File: config.mk
export PLATFORM = sky130hd
export DESIGN_NAME = cache_axi_arbiter
export DESIGN_NICKNAME = d
export VERILOG_FILES = /design/src/rtl/cache_axi_pkg.sv /design/src/rtl/cache_axi_wr_ctrl.sv /design/src/rtl/cache_axi_arbiter.sv
export SDC_FILE = /design/constraint.sdc
export NUM_CORES = 1
export LEC_CHECK = 0
export CAP_MARGIN = 20
export CORE_AREA = 2 2 142 144
export DETAILED_ROUTE_END_ITERATION = 12
export DIE_AREA = 0 0 144 146
export PLACE_DENSITY = 0.76
export SYNTH_ARGS = -nofsm -noshare
export SYNTH_HDL_FRONTEND = slang
export SYNTH_SLANG_ARGS = --single-unit
File: constraint.sdc
create_clock -name clk -period 2.5 [get_ports clk]
set_input_delay 0.5 -clock clk [delete_from_list [all_inputs] [get_ports clk]]
set_output_delay 0.5 -clock clk [all_outputs]
set_load 0.005 [all_outputs]
File: src/rtl/cache_axi_pkg.sv
// rtl/cache_axi_pkg.sv - shared types and AXI constants for the cache AXI arbiter
package cache_axi_pkg;

  typedef enum logic [1:0] {R_IDLE, R_ADDR, R_DATA} rd_state_t;
  typedef enum logic [1:0] {W_IDLE, W_ADDR, W_DATA, W_RESP} wr_state_t;

  localparam logic [1:0] AXI_BURST_INCR = 2'b01;
  localparam logic [2:0] AXI_SIZE_WORD  = 3'b010;
  localparam logic [3:0] ID_ICACHE      = 4'd0;
  localparam logic [3:0] ID_DCACHE      = 4'd1;

  // Clears the byte-within-line bits; off is log2 of the line size in bytes.
  function automatic logic [31:0] line_align(input logic [31:0] addr, input int unsigned off);
    logic [31:0] mask;
    mask = ~((32'd1 << off) - 32'd1);
    return addr & mask;
  endfunction

endpackage

File: src/rtl/cache_axi_wr_ctrl.sv
// rtl/cache_axi_wr_ctrl.sv - D-cache writeback burst engine driving the AXI AW/W/B channels
module cache_axi_wr_ctrl
  import cache_axi_pkg::*;
#(
  parameter int LINE_WORDS = 8
) (
  input  logic        clk,
  input  logic        reset,
  input  logic        dc_wr_req,
  input  logic [31:0] wr_line,
  input  logic [31:0] dc_wr_data,
  output logic        dc_wr_gnt,
  output logic        dc_wr_beat,
  output logic        dc_wr_done,
  output logic        wr_busy,
  output logic [31:0] wr_line_q,
  output logic        awvalid,
  input  logic        awready,
  output logic [31:0] wdata,
  output logic [3:0]  wstrb,
  output logic        wlast,
  output logic        wvalid,
  input  logic        wready,
  input  logic        bvalid,
  output logic        bready
);

  localparam int BW = $clog2(LINE_WORDS);

  wr_state_t     state, state_nxt;
  logic [BW-1:0] beat;
  logic          last_beat;

  assign last_beat = (beat == BW'(LINE_WORDS - 1));

  always_ff @(posedge clk or posedge reset) begin
    if (reset) begin
      state     <= W_IDLE;
      beat      <= '0;
      wr_line_q <= '0;
    end else begin
      state <= state_nxt;
      if (dc_wr_gnt) wr_line_q <= wr_line;
      // Power-of-two burst length lets the counter wrap back to 0 on its own.
      if (dc_wr_beat) beat <= beat + BW'(1);
    end
  end

  always_comb begin
    state_nxt  = state;
    dc_wr_gnt  = 1'b0;
    dc_wr_beat = 1'b0;
    dc_wr_done = 1'b0;
    awvalid    = 1'b0;
    wvalid     = 1'b0;
    bready     = 1'b0;
    case (state)
      W_IDLE: begin
        if (dc_wr_req) begin
          dc_wr_gnt = 1'b1;
          state_nxt = W_ADDR;
        end
      end
      W_ADDR: begin
        awvalid = 1'b1;
        if (awready) state_nxt = W_DATA;
      end
      W_DATA: begin
        wvalid = 1'b1;
        if (wready) begin
          dc_wr_beat = 1'b1;
          if (last_beat) state_nxt = W_RESP;
        end
      end
      W_RESP: begin
        bready = 1'b1;
        if (bvalid) begin
          dc_wr_done = 1'b1;
          state_nxt  = W_IDLE;
        end
      end
      default: state_nxt = W_IDLE;
    endcase
  end

  assign wlast   = (state == W_DATA) && last_beat;
  assign wdata   = dc_wr_data;
  assign wstrb   = 4'hF;
  assign wr_busy = (state != W_IDLE);

endmodule

File: src/rtl/cache_axi_arbiter.sv
// rtl/cache_axi_arbiter.sv - shares one AXI3 master between I-cache refill, D-cache refill and writeback
module cache_axi_arbiter
  import cache_axi_pkg::*;
#(
  parameter int LINE_WORDS = 8,
  parameter int STARVE_MAX = 4
) (
  input  logic        clk,
  input  logic        reset,
  input  logic        ic_rd_req,
  input  logic [31:0] ic_rd_addr,
  output logic        ic_rd_gnt,
  output logic        ic_rd_valid,
  input  logic        dc_rd_req,
  input  logic [31:0] dc_rd_addr,
  output logic        dc_rd_gnt,
  output logic        dc_rd_valid,
  output logic        rd_last,
  output logic [31:0] rd_data,
  input  logic        dc_wr_req,
  input  logic [31:0] dc_wr_addr,
  output logic        dc_wr_gnt,
  input  logic [31:0] dc_wr_data,
  output logic        dc_wr_beat,
  output logic        dc_wr_done,
  output logic [3:0]  arid,
  output logic [31:0] araddr,
  output logic [7:0]  arlen,
  output logic [2:0]  arsize,
  output logic [1:0]  arburst,
  output logic        arvalid,
  input  logic        arready,
  input  logic [3:0]  rid,
  input  logic [31:0] rdata,
  input  logic [1:0]  rresp,
  input  logic        rlast,
  input  logic        rvalid,
  output logic        rready,
  output logic [3:0]  awid,
  output logic [31:0] awaddr,
  output logic [7:0]  awlen,
  output logic [2:0]  awsize,
  output logic [1:0]  awburst,
  output logic        awvalid,
  input  logic        awready,
  output logic [3:0]  wid,
  output logic [31:0] wdata,
  output logic [3:0]  wstrb,
  output logic        wlast,
  output logic        wvalid,
  input  logic        wready,
  input  logic [3:0]  bid,
  input  logic [1:0]  bresp,
  input  logic        bvalid,
  output logic        bready
);

  localparam int OFF = $clog2(LINE_WORDS * 4);
  localparam int SW  = $clog2(STARVE_MAX + 1);

  rd_state_t   rd_state, rd_state_nxt;
  logic        rd_owner_dc;
  logic [31:0] araddr_q;
  logic [SW-1:0] starve;
  logic [31:0] ic_line, dc_line, wr_req_line, wr_line_q;
  logic        wr_busy, ic_haz, dc_haz, ic_ok, dc_ok, ic_win, dc_win;
  logic        unused_ok;

  assign ic_line     = line_align(ic_rd_addr, OFF);
  assign dc_line     = line_align(dc_rd_addr, OFF);
  assign wr_req_line = line_align(dc_wr_addr, OFF);

  // A refill must not overtake a writeback of the same line, including one granted this cycle.
  assign ic_haz = (wr_busy && ic_line == wr_line_q) || (dc_wr_gnt && ic_line == wr_req_line);
  assign dc_haz = (wr_busy && dc_line == wr_line_q) || (dc_wr_gnt && dc_line == wr_req_line);
  assign ic_ok  = ic_rd_req && !ic_haz;
  assign dc_ok  = dc_rd_req && !dc_haz;

  always_comb begin
    rd_state_nxt = rd_state;
    ic_win       = 1'b0;
    dc_win       = 1'b0;
    arvalid      = 1'b0;
    rready       = 1'b0;
    case (rd_state)
      R_IDLE: begin
        if (ic_ok && starve == SW'(STARVE_MAX)) ic_win = 1'b1;
        else if (dc_ok)                         dc_win = 1'b1;
        else if (ic_ok)                         ic_win = 1'b1;
        if (ic_win || dc_win) rd_state_nxt = R_ADDR;
      end
      R_ADDR: begin
        arvalid = 1'b1;
        if (arready) rd_state_nxt = R_DATA;
      end
      R_DATA: begin
        rready = 1'b1;
        if (rvalid && rlast) rd_state_nxt = R_IDLE;
      end
      default: rd_state_nxt = R_IDLE;
    endcase
  end

  always_ff @(posedge clk or posedge reset) begin
    if (reset) begin
      rd_state    <= R_IDLE;
      rd_owner_dc <= 1'b0;
      araddr_q    <= '0;
      starve      <= '0;
    end else begin
      rd_state <= rd_state_nxt;
      if (ic_win) begin
        rd_owner_dc <= 1'b0;
        araddr_q    <= ic_line;
        starve      <= '0;
      end else if (dc_win) begin
        rd_owner_dc <= 1'b1;
        araddr_q    <= dc_line;
        if (ic_rd_req && starve != SW'(STARVE_MAX)) starve <= starve + SW'(1);
      end
    end
  end

  assign ic_rd_gnt   = ic_win;
  assign dc_rd_gnt   = dc_win;
  // Beats are steered by the latched owner; rid is not trusted for routing.
  assign ic_rd_valid = rready && rvalid && !rd_owner_dc;
  assign dc_rd_valid = rready && rvalid && rd_owner_dc;
  assign rd_last     = rready && rvalid && rlast;
  assign rd_data     = rdata;

  assign arid    = rd_owner_dc ? ID_DCACHE : ID_ICACHE;
  assign araddr  = araddr_q;
  assign arlen   = 8'(LINE_WORDS - 1);
  assign arsize  = AXI_SIZE_WORD;
  assign arburst = AXI_BURST_INCR;

  assign awid    = ID_DCACHE;
  assign wid     = ID_DCACHE;
  assign awaddr  = wr_line_q;
  assign awlen   = 8'(LINE_WORDS - 1);
  assign awsize  = AXI_SIZE_WORD;
  assign awburst = AXI_BURST_INCR;

  assign unused_ok = ^{rid, rresp, bid, bresp};

  cache_axi_wr_ctrl #(.LINE_WORDS(LINE_WORDS)) u_wr_ctrl (
    .clk        (clk),
    .reset      (reset),
    .dc_wr_req  (dc_wr_req),
    .wr_line    (wr_req_line),
    .dc_wr_data (dc_wr_data),
    .dc_wr_gnt  (dc_wr_gnt),
    .dc_wr_beat (dc_wr_beat),
    .dc_wr_done (dc_wr_done),
    .wr_busy    (wr_busy),
    .wr_line_q  (wr_line_q),
    .awvalid    (awvalid),
    .awready    (awready),
    .wdata      (wdata),
    .wstrb      (wstrb),
    .wlast      (wlast),
    .wvalid     (wvalid),
    .wready     (wready),
    .bvalid     (bvalid),
    .bready     (bready)
  );

endmodule
[After elaboration in Yosys (flattened, before gate mapping)]
Cells that the tools add are included.
Operators by class
  multiply operators: 0
  reductions and logical operators: 28
  equality and inequality tests: 20
  mux-type cells: 38
  bitwise operators: 0
  div/mod/pow operators: 0
  $lt $le $gt $ge: 0
  shift-type cells: 0
  add/subtract/negate cells: 2
Operator list (number)
  27-bit == test: 4
  32-bit 2-to-1 mux: 2
  1-bit 2-to-1 mux: 23
  2-bit 2-to-1 mux: 8
  1-bit logical AND: 14
  2-bit inequality test, second input constant: 7
  3-bit 2-to-1 mux: 3
  2-bit case mux with 4 select lines: 1
  3-bit by 1-bit adder with 3-bit output, second input constant: 2
  2-bit == test, second input constant: 3
  3-bit == test, second input constant: 2
  2-bit case mux with 3 select lines: 1
  2-bit nonzero test: 3
  5-bit AND reduction: 1
  2-bit by 1-bit == test with 1-bit output, second input constant: 2
  2-bit logical NOT: 2
  1-bit logical NOT: 3
  1-bit logical OR: 3
  3-bit inequality test, second input constant: 1
  3-bit AND reduction: 1
  2-bit by 1-bit inequality test with 1-bit output, second input constant: 1
  2-bit AND reduction: 1
Storage, ports and cells
  register bits after elaboration: 70
  output and inout bits: 184
  bits in latches: 0
  memories: 0
  memory bits (read-only): 0
  RAM bits: 0

[Longest topological paths before layout]
Gate-level depths: netlist of run 1.
  depth after elaboration: 13
  gate-level depth with buffers: 11
  mapped depth without buffers: 9

[Modules after synthesis]
From an unflattened synthesis of run 1, not the netlist that was laid out.
Unflattened totals
  cells, all modules: 636
  area total of the unflattened synthesis: 5883.1 µm²
By module, submodules not included
  cache_axi_arbiter: area each 4040.1 µm², times used 1, cells an instance 499
  cache_axi_wr_ctrl: area each 1843.0 µm², times used 1, cells an instance 137

[Worst setup path before layout of run 1]
OpenSTA, ideal clock, no wires.
  path kind: register -> output
  from: reg u_wr_ctrl.state[0]
  to: out ic_rd_gnt
  cell stages (with the launch flop): 10
  arrival: 2114 ps
  slack: -114 ps
  cell sequence: dfrtp_1 inv_1 ha_1 nand2_1 nor4_1 nand4_1 o41a_1 and2_4 a211oi_4 buf_6
Between the ends
  longest elaborated chain between the ends: 11
RTL lines
  start: declaration: line cache_axi_wr_ctrl.sv:30  | wr_state_t state, state_nxt;
  start signal: assignment: line cache_axi_wr_ctrl.sv:42  | state <= state_nxt;
  2-bit logical NOT: line cache_axi_wr_ctrl.sv:57  | case (state)
  1-bit 2-to-1 mux: line cache_axi_wr_ctrl.sv:57
  1-bit logical AND: line cache_axi_arbiter.sv:74  | assign ic_haz = (wr_busy && ic_line == wr_line_q) || (dc_wr_gnt && ic_line == wr_req_line);
  1-bit logical OR: line cache_axi_arbiter.sv:74
  1-bit logical NOT: line cache_axi_arbiter.sv:76  | assign ic_ok = ic_rd_req && !ic_haz;
  1-bit logical AND: line cache_axi_arbiter.sv:76
  1-bit 2-to-1 mux: line cache_axi_arbiter.sv:89  | else if (ic_ok) ic_win = 1'b1;
  1-bit 2-to-1 mux: line cache_axi_arbiter.sv:88  | else if (dc_ok) dc_win = 1'b1;
  1-bit 2-to-1 mux (*): line cache_axi_arbiter.sv:87  | if (ic_ok && starve == SW'(STARVE_MAX)) ic_win = 1'b1;
  1-bit 2-to-1 mux (*) (2 in series): line cache_axi_arbiter.sv:85  | case (rd_state)
  end: declaration: line cache_axi_arbiter.sv:12  | output logic ic_rd_gnt,
Mark *: on every way between the ends. The rest lies on a longest branch, timed or not. The select of a mux whose other input is x is not followed.

[Worst setup path after layout of run 1]
  from: in dc_rd_addr[6]
  to: out ic_rd_gnt
Between the ends
  longest elaborated chain between the ends: 9
RTL lines
  start: declaration: line cache_axi_arbiter.sv:15  | input logic [31:0] dc_rd_addr,
  27-bit == test: line cache_axi_arbiter.sv:75  | assign dc_haz = (wr_busy && dc_line == wr_line_q) || (dc_wr_gnt && dc_line == wr_req_line);
  1-bit logical AND: line cache_axi_arbiter.sv:75
  1-bit logical OR (*): line cache_axi_arbiter.sv:75
  1-bit logical NOT (*): line cache_axi_arbiter.sv:77  | assign dc_ok = dc_rd_req && !dc_haz;
  1-bit logical AND (*): line cache_axi_arbiter.sv:77
  1-bit 2-to-1 mux (*): line cache_axi_arbiter.sv:88
  1-bit 2-to-1 mux (*): line cache_axi_arbiter.sv:87
  1-bit 2-to-1 mux (*) (2 in series): line cache_axi_arbiter.sv:85
Marked as above.

==> results of run 1 <==
-- layout make-up --
| type | count | area, sq um | area share [%] |
|---|---|---|---|
| diodes | 4 | 10.01 | 0.1200 |
| clock buffers | 9 | 225.2 | 2.699 |
| clock inverters | 7 | 101.3 | 1.215 |
| inverters | 64 | 242.7 | 2.909 |
| multi-input cells | 334 | 3113 | 37.31 |
| flip-flops and latches | 65 | 1628 | 19.51 |
| well taps | 265 | 331.6 | 3.974 |
| repair buffers | 289 | 2691 | 32.26 |
-- repair_timing --
action,4_1_cts,5_1_grt
setup buffers,15,12
cloned,5,1
gates resized for setup,161,86
pin swaps,36,36
endpoints found under the setup margin,34,34
-- worst max-delay path, delay by kind of cell --
family                    cells  cell delay (ns)
AOI/OAI and AO/OA             1             0.28
xor gates and xnor gates      1             0.18
and+or+nand+nor               4             0.91
buffers and inverters         3             0.56
-- placed cells by master (no fill, tap or decap), types with 18 or more instances in the layout --
cell type        count
nor3_1              27
xor2_2              18
inv_1               59
a221oi_2            26
dlygate4sd2_1       39
clkdlybuf4s50_1     81
buf_4              108
dfrtp_1             64
xor2_1              42
conb_1              51
mux2_2              29
xnor2_1             37
-- how the worst max path moves through the flow --
stage                end  slack [ns]
3_5_place_dp   ic_rd_gnt       -1.26
2_1_floorplan  ic_rd_gnt       -0.02
4_1_cts        ic_rd_gnt       -0.45
5_1_grt        ic_rd_gnt       -0.56
6_report       ic_rd_gnt       -0.44
3_3_place_gp   ic_rd_gnt       -1.26
-- routing by layer --
layer | global-route usage [%] | routed length [um]
met1 | 24.10 | 8314
met5 | 0 | 12
met3 | 6.976 | 1613
met4 | 8.137 | 749
met2 | 31.50 | 9812
-- power breakdown --
| group | switching (W) | internal, W |
|---|---|---|
| clock network | 0.000548 | 0.000882 |
| logic | 0.00214 | 0.00295 |
| registers | 0.000429 | 0.00157 |
-- stage by stage --
stage | setup WS, ns | std cells | instance area, sq um | hold WS, ns | TNS, ns
finish | -0.4397 | 1037 | 8343 | 0.4289 | -3.505
global route | -0.5618 | 1037 | 8343 | 0.4216 | -6.954
CTS | -0.4484 | 1028 | 8163 | 0.4857 | -4.540
detailed placement | -1.261 | 993 | 7291 | 0.4768 | -32.96
global placement | -1.261 | 993 | 7291 | 0.4679 | -32.50
floorplan | -0.02046 | 592 | 5508 | 0.4528 | -0.02046
-- flip-flops by register name (all words and copies together), names as in the netlist --
register,cells
araddr,27
rd_owner_dc,1
rd_state,2
starve,3
u_wr_ctrl.beat,3
u_wr_ctrl.state,2
u_wr_ctrl.wr_line_q,27
-- cell families after synthesis --
family	after synthesis
compound gates	44
xor+xnor	108
fa+ha+maj	9
buf+inv	193
flops	65
mux	29
other cells	2
simple gates	93
-- cell usage after synthesis (all sizes together), types with 2 or more instances --
cell type	n	area share [%]
o21ai	4	0.45
a221oi	27	7.6
nand3	2	0.19
nor4	19	2.4
inv	64	4.5
nand2b	2	0.24
nand2	12	0.85
nor3	27	2.5
xor2	62	10
ha	9	2.1
and2	4	0.52
buf	129	19
nor2	3	0.21
mux2	29	6.1
and3	2	0.24
dfrtp	65	31
xnor2	46	7.6
conb	2	0.14
a21oi	4	0.38
nand4	16	1.9
==> flow_summary_export.csv, run 1 <==
group,metric,value,unit
layout,fin_util,43.15,%
routing,wl_per_cell,19.77,um
layout,areaGrowthSynthToFinish,56.78,%
placed_design,portBuffers,160,
worst_setup_path,r2r_slack,-0.18,ns
worst_setup_path,cpPeakStageDelay,0.38,ns
routing,drc,0,
logic_synthesis,ys_types,42,
logic_synthesis,yosysSeqAreaShare,30.57,%
worst_setup_path,timing.rr.start,"u_wr_ctrl.state[0]",
logic_synthesis,synth_xor_area_share,17.78,%
global_route,gr-usage-all-layers,19.74,%
pwr,peakVddDrop,0.5825,mV
pwr,power,0.008519,W
status,violations,"setup timing",
hold_path,hold_path_depth,2,
worst_setup_path,rr_worst_depth,15,
worst_setup_path,cp_cell_sequence,"clkdlybuf4s15_1, xnor2_1, buf_4, nand4_1, nor4_4, nand4_1, and2_4, a211oi_4, buf_2",
global_route,overflow,0,
global_route,antenna_found_initial,6,
routing,drt_iter0_drc,180,
cts,numCtsBuffers,9,
logic_synthesis,synth_area,5321,sq um
floorplanning,coreArea,19330,sq um
worst_setup_path,cp.arrival,2.44,ns
worst_setup_path,worstSetupPathType,"in2out",
logic_synthesis,async_flop_share,100.0,%
logic_synthesis,synth_compound_area_share,10.18,%
routing,vias_per_cell,4.358,
floorplanning,dieArea,21020,sq um
timing,setup_viol,32,
routing,firstDrtPassIters,4,
worst_setup_path,start_kind,"input port",
floorplanning,io_pins,367,
layout,fin_nets,955,
routing,finalWirelength,20500,um
cts,htree_levels,3,
layout,n_fill_cell,1883,
logic_synthesis,synthCells,543,
hold_path,hold_end,"u_wr_ctrl.wr_line_q[10]",
pwr,p_leak,3.821,nW
timing,fin_crit,2.940,ns
worst_setup_path,required,2.00,ns
logic_synthesis,synth_mux_area_share,6.137,%
floorplanning,start_util,27.52,%
hold_path,hp-start,"dc_wr_addr[10]",
timing,fin_ws,-0.4397,ns
global_route,grt_max_degree,45,
cts,clock_latency,0.35,ns
cts,cts_buffer_depth,2,
floorplanning,num_rows,51,
logic_synthesis,synth_edf_count,0,
floorplanning,die_w,144,um
layout,drive_above_1_share,37.76,%
timing,max_freq,0.3402,GHz
worst_setup_path,path_max_fanout,3,
floorplanning,die_h,146,um
worst_setup_path,slowest_stage,"nor4_4",
cts,cts.clk_slew.worst_paths,0.06,ns
logic_synthesis,synth-main-ff-cell,"dfrtp_1",
global_route,grt_pass1_wl,30140,um
cts,cts_sinks,65,
logic_synthesis,synthAdderAreaFrac,2.116,%
worst_setup_path,worst_setup_path_end_kind,"output pin",
timing,hold_violations,0,
status,outcome,"finished, violations left",
cts,root_buffer,"clkbuf_16",
global_route,grt_pass1_vias,4843,
logic_synthesis,synth_top_family_by_area,"buffers and inverters",
timing,final_max_slew_viol_count,0,
placed_design,dp_hpwl,15280,um
timing,min_period_over_period,117.6,%
cts,cts_hold_buf,0,
timing,worst_clock_skew,0.009534,ns
routing,postRouteAntennaNets,0,
hold_path,hold_class,"in2reg",
logic_synthesis,yosysWarnings,0,
logic_synthesis,synth-simple-area-share,10.04,%
worst_setup_path,worstSetupStartpoint,"dc_rd_addr[6]",
pwr,powerDensity,1021,nW/um^2
logic_synthesis,synth-seq-cells,65,
placed_design,routabilityCongestion,0.8324,
routing,route.vias.total,4519,
worst_setup_path,timing.rr.end,"araddr[18]",
timing,rsz0062_at_grt,"true",
logic_synthesis,synth_area_per_cell,9.800,sq um
flow_run,cap_violations,0,
worst_setup_path,cpMostUsedCell,"nand4_1",
cts,cts_tree,"yes",
(Power assumes the default switching activity.)
==> inputs of run 2 (changes only) <==
- CORE_AREA: 2 2 142 144 -> 2 2 144 146
- DIE_AREA: 0 0 144 146 -> 0 0 146 148
- PLACE_DENSITY: 0.76 -> 0.72
- clock period: 2.5 -> 2.9 ns (I/O delays scaled with it)
==> run 2 against run 1 <==
Compared with the run above:
- the run still ends with setup timing left
- final cell count fell by 2.3%
- design area fell by 5.2%
- clock skew fell by 0.0019 ns
- critical path depth fell by 2
- hold slack improved by 0.071 ns
- count of clock-buffer cells in the layout rose by 1
- die area rose by 2.8%
- critical path type unchanged
- largest cell class unchanged
- highest routed layer is now met4
==> flow_summary_export.csv, run 2 (synthesized netlist as in run 1, its figures left out) <==
group,metric,value,unit
placed_design,dp_hpwl,15580,um
cts,cts_hold_buf,0,
routing,drc,0,
global_route,overflow,0,
flow_run,cap_violations,0,
layout,areaGrowthSynthToFinish,48.70,%
cts,cts_tree,"yes",
global_route,antenna_found_initial,1,
worst_setup_path,cp_cell_sequence,"dlygate4sd2_1, xnor2_1, nand4_1, o41a_1, and2_4, a211oi_4, buf_2",
floorplanning,io_pins,367,
routing,vias_per_cell,4.408,
layout,multi_input_area,3162,sq um
global_route,grt_max_degree,53,
global_route,met2_usage,31.70,%
floorplanning,die_h,148,um
global_route,top_usage_layer,"met2",
worst_setup_path,timing.rr.start,"u_wr_ctrl.state[0]",
status,outcome,"finished, violations left",
timing,slew_headroom,59.96,%
floorplanning,start_util,26.55,%
layout,mostFrequentLayoutCell,"buf_4",
worst_setup_path,required,2.32,ns
global_route,grt_util_met1,21.36,%
timing,rsz0062_at_grt,"true",
worst_setup_path,cp.arrival,2.38,ns
routing,route.vias.total,4465,
worst_setup_path,slowest_stage,"o41a_1",
worst_setup_path,worstSetupPathType,"in2out",
layout,final_area,7913,sq um
routing,firstDrtPassIters,4,
worst_setup_path,path_max_fanout,3,
cts,numCtsBuffers,9,
floorplanning,dieArea,21610,sq um
routing,wl_per_cell,19.51,um
timing,tightest_slew,0.6006,ns
timing,fin_crit,2.957,ns
cts,clock_latency,0.35,ns
cts,cts.clk_slew.worst_paths,0.06,ns
cts,cts_buffer_depth,2,
pwr,peakVddDrop,0.4118,mV
global_route,grt_pass1_vias,4743,
placed_design,placed_area,7264,sq um
timing,min_period_over_period,102.0,%
worst_setup_path,start_kind,"input port",
timing,max_freq,0.3382,GHz
cts,htree_levels,3,
global_route,grt_pass1_wl,28850,um
status,violations,"setup timing",
routing,postRouteAntennaNets,0,
floorplanning,num_rows,52,
layout,fin_nets,929,
timing,setup_viol,1,
layout,n_fill_cell,2043,
cts,cts_sinks,65,
floorplanning,coreArea,20040,sq um
timing,fin_ws,-0.05727,ns
layout,drive_above_1_share,38.95,%
routing,finalWirelength,19770,um
pwr,power,0.006728,W
worst_setup_path,worst_setup_path_end_kind,"output pin",
worst_setup_path,cpPeakStageDelay,0.48,ns
placed_design,routabilityCongestion,0.8756,
timing,final_max_slew_viol_count,0,
hold_path,hp-start,"u_wr_ctrl.beat[0]",
cts,root_buffer,"clkbuf_16",
layout,final_cell_mix,"98 x buf_4, 78 x clkdlybuf4s50_1, 65 x dfrtp_1",
pwr,p_leak,3.662,nW
timing,worst_clock_skew,0.007609,ns
global_route,gr-usage-all-layers,18.17,%
placed_design,portBuffers,160,
routing,drt_iter0_drc,152,
layout,regArea,1627,sq um
timing,hold_violations,0,
global_route,grt_util_met3,5.833,%
hold_path,hold_class,"reg2reg",
pwr,powerDensity,850.3,nW/um^2
worst_setup_path,worstSetupStartpoint,"dc_wr_addr[22]",
timing,fin_tns_setup,-0.05727,ns
floorplanning,die_w,146,um
## run 2: worst paths after layout
check	endpoint	slack [ns]	cells past startpoint
min in group asynchronous	araddr[11]	0.53	2
max in group asynchronous	u_wr_ctrl.wr_line_q[5]	1.73	3
min reg2reg	u_wr_ctrl.beat[0]	0.50	1
max reg2reg	rd_owner_dc	0.15	10
max	ic_rd_gnt	-0.06	7
min	u_wr_ctrl.beat[0]	0.50	1
## run 2: layout make-up
class,count,area share (%)
Clock buffer,10,3.020
Timing Repair Buffer,263,28.26
Clock inverter,6,0.8381
Inverter,64,3.068
Multi-Input combinational cell,334,39.96
Antenna cell,1,0.03163
Tap cell,270,4.269
Sequential cell,65,20.56
## run 2: critical path: cells and delay by family
family | cells | cell delay, ns
AO/OA/AOI/OAI | 2 | 0.77
buffers and inverters | 2 | 0.46
AND/OR/NAND/NOR | 2 | 0.36
XOR/XNOR | 1 | 0.20
## run 2: layer usage
metal / share of wire [%] / wire length (um)
met1: 41 / 8107
met2: 49 / 9728
met5: 0 / 0
met3: 6.8 / 1348
met4: 2.9 / 581
## run 2: timing repair
item | CTS | global route
setup endpoints to repair | 33 | 33
pin swaps | 30 | 40
gates cloned | 0 | 0
setup buffers | 1 | 3
resized for setup | 136 | 122
## run 2: power by group
| part | switching, W | total [W] | internal, W |
|---|---|---|---|
| combinational | 0.00170 | 0.00385 | 0.00215 |
| sequential | 0.000373 | 0.00172 | 0.00135 |
| clock | 0.000462 | 0.00115 | 0.000691 |
## run 2: per-stage QoR
step	worst slack (ns)	hold WS (ns)	std cells	utilization (%)
after global routing	-0.1245	0.5108	1013	39.49
after CTS	-0.2287	0.5055	1010	38.70
final	-0.05727	0.4995	1013	39.49
after global placement	-0.8862	0.4660	994	36.25
after detailed placement	-0.9203	0.4965	994	36.25
after floorplan	0.2057	0.4528	592	-
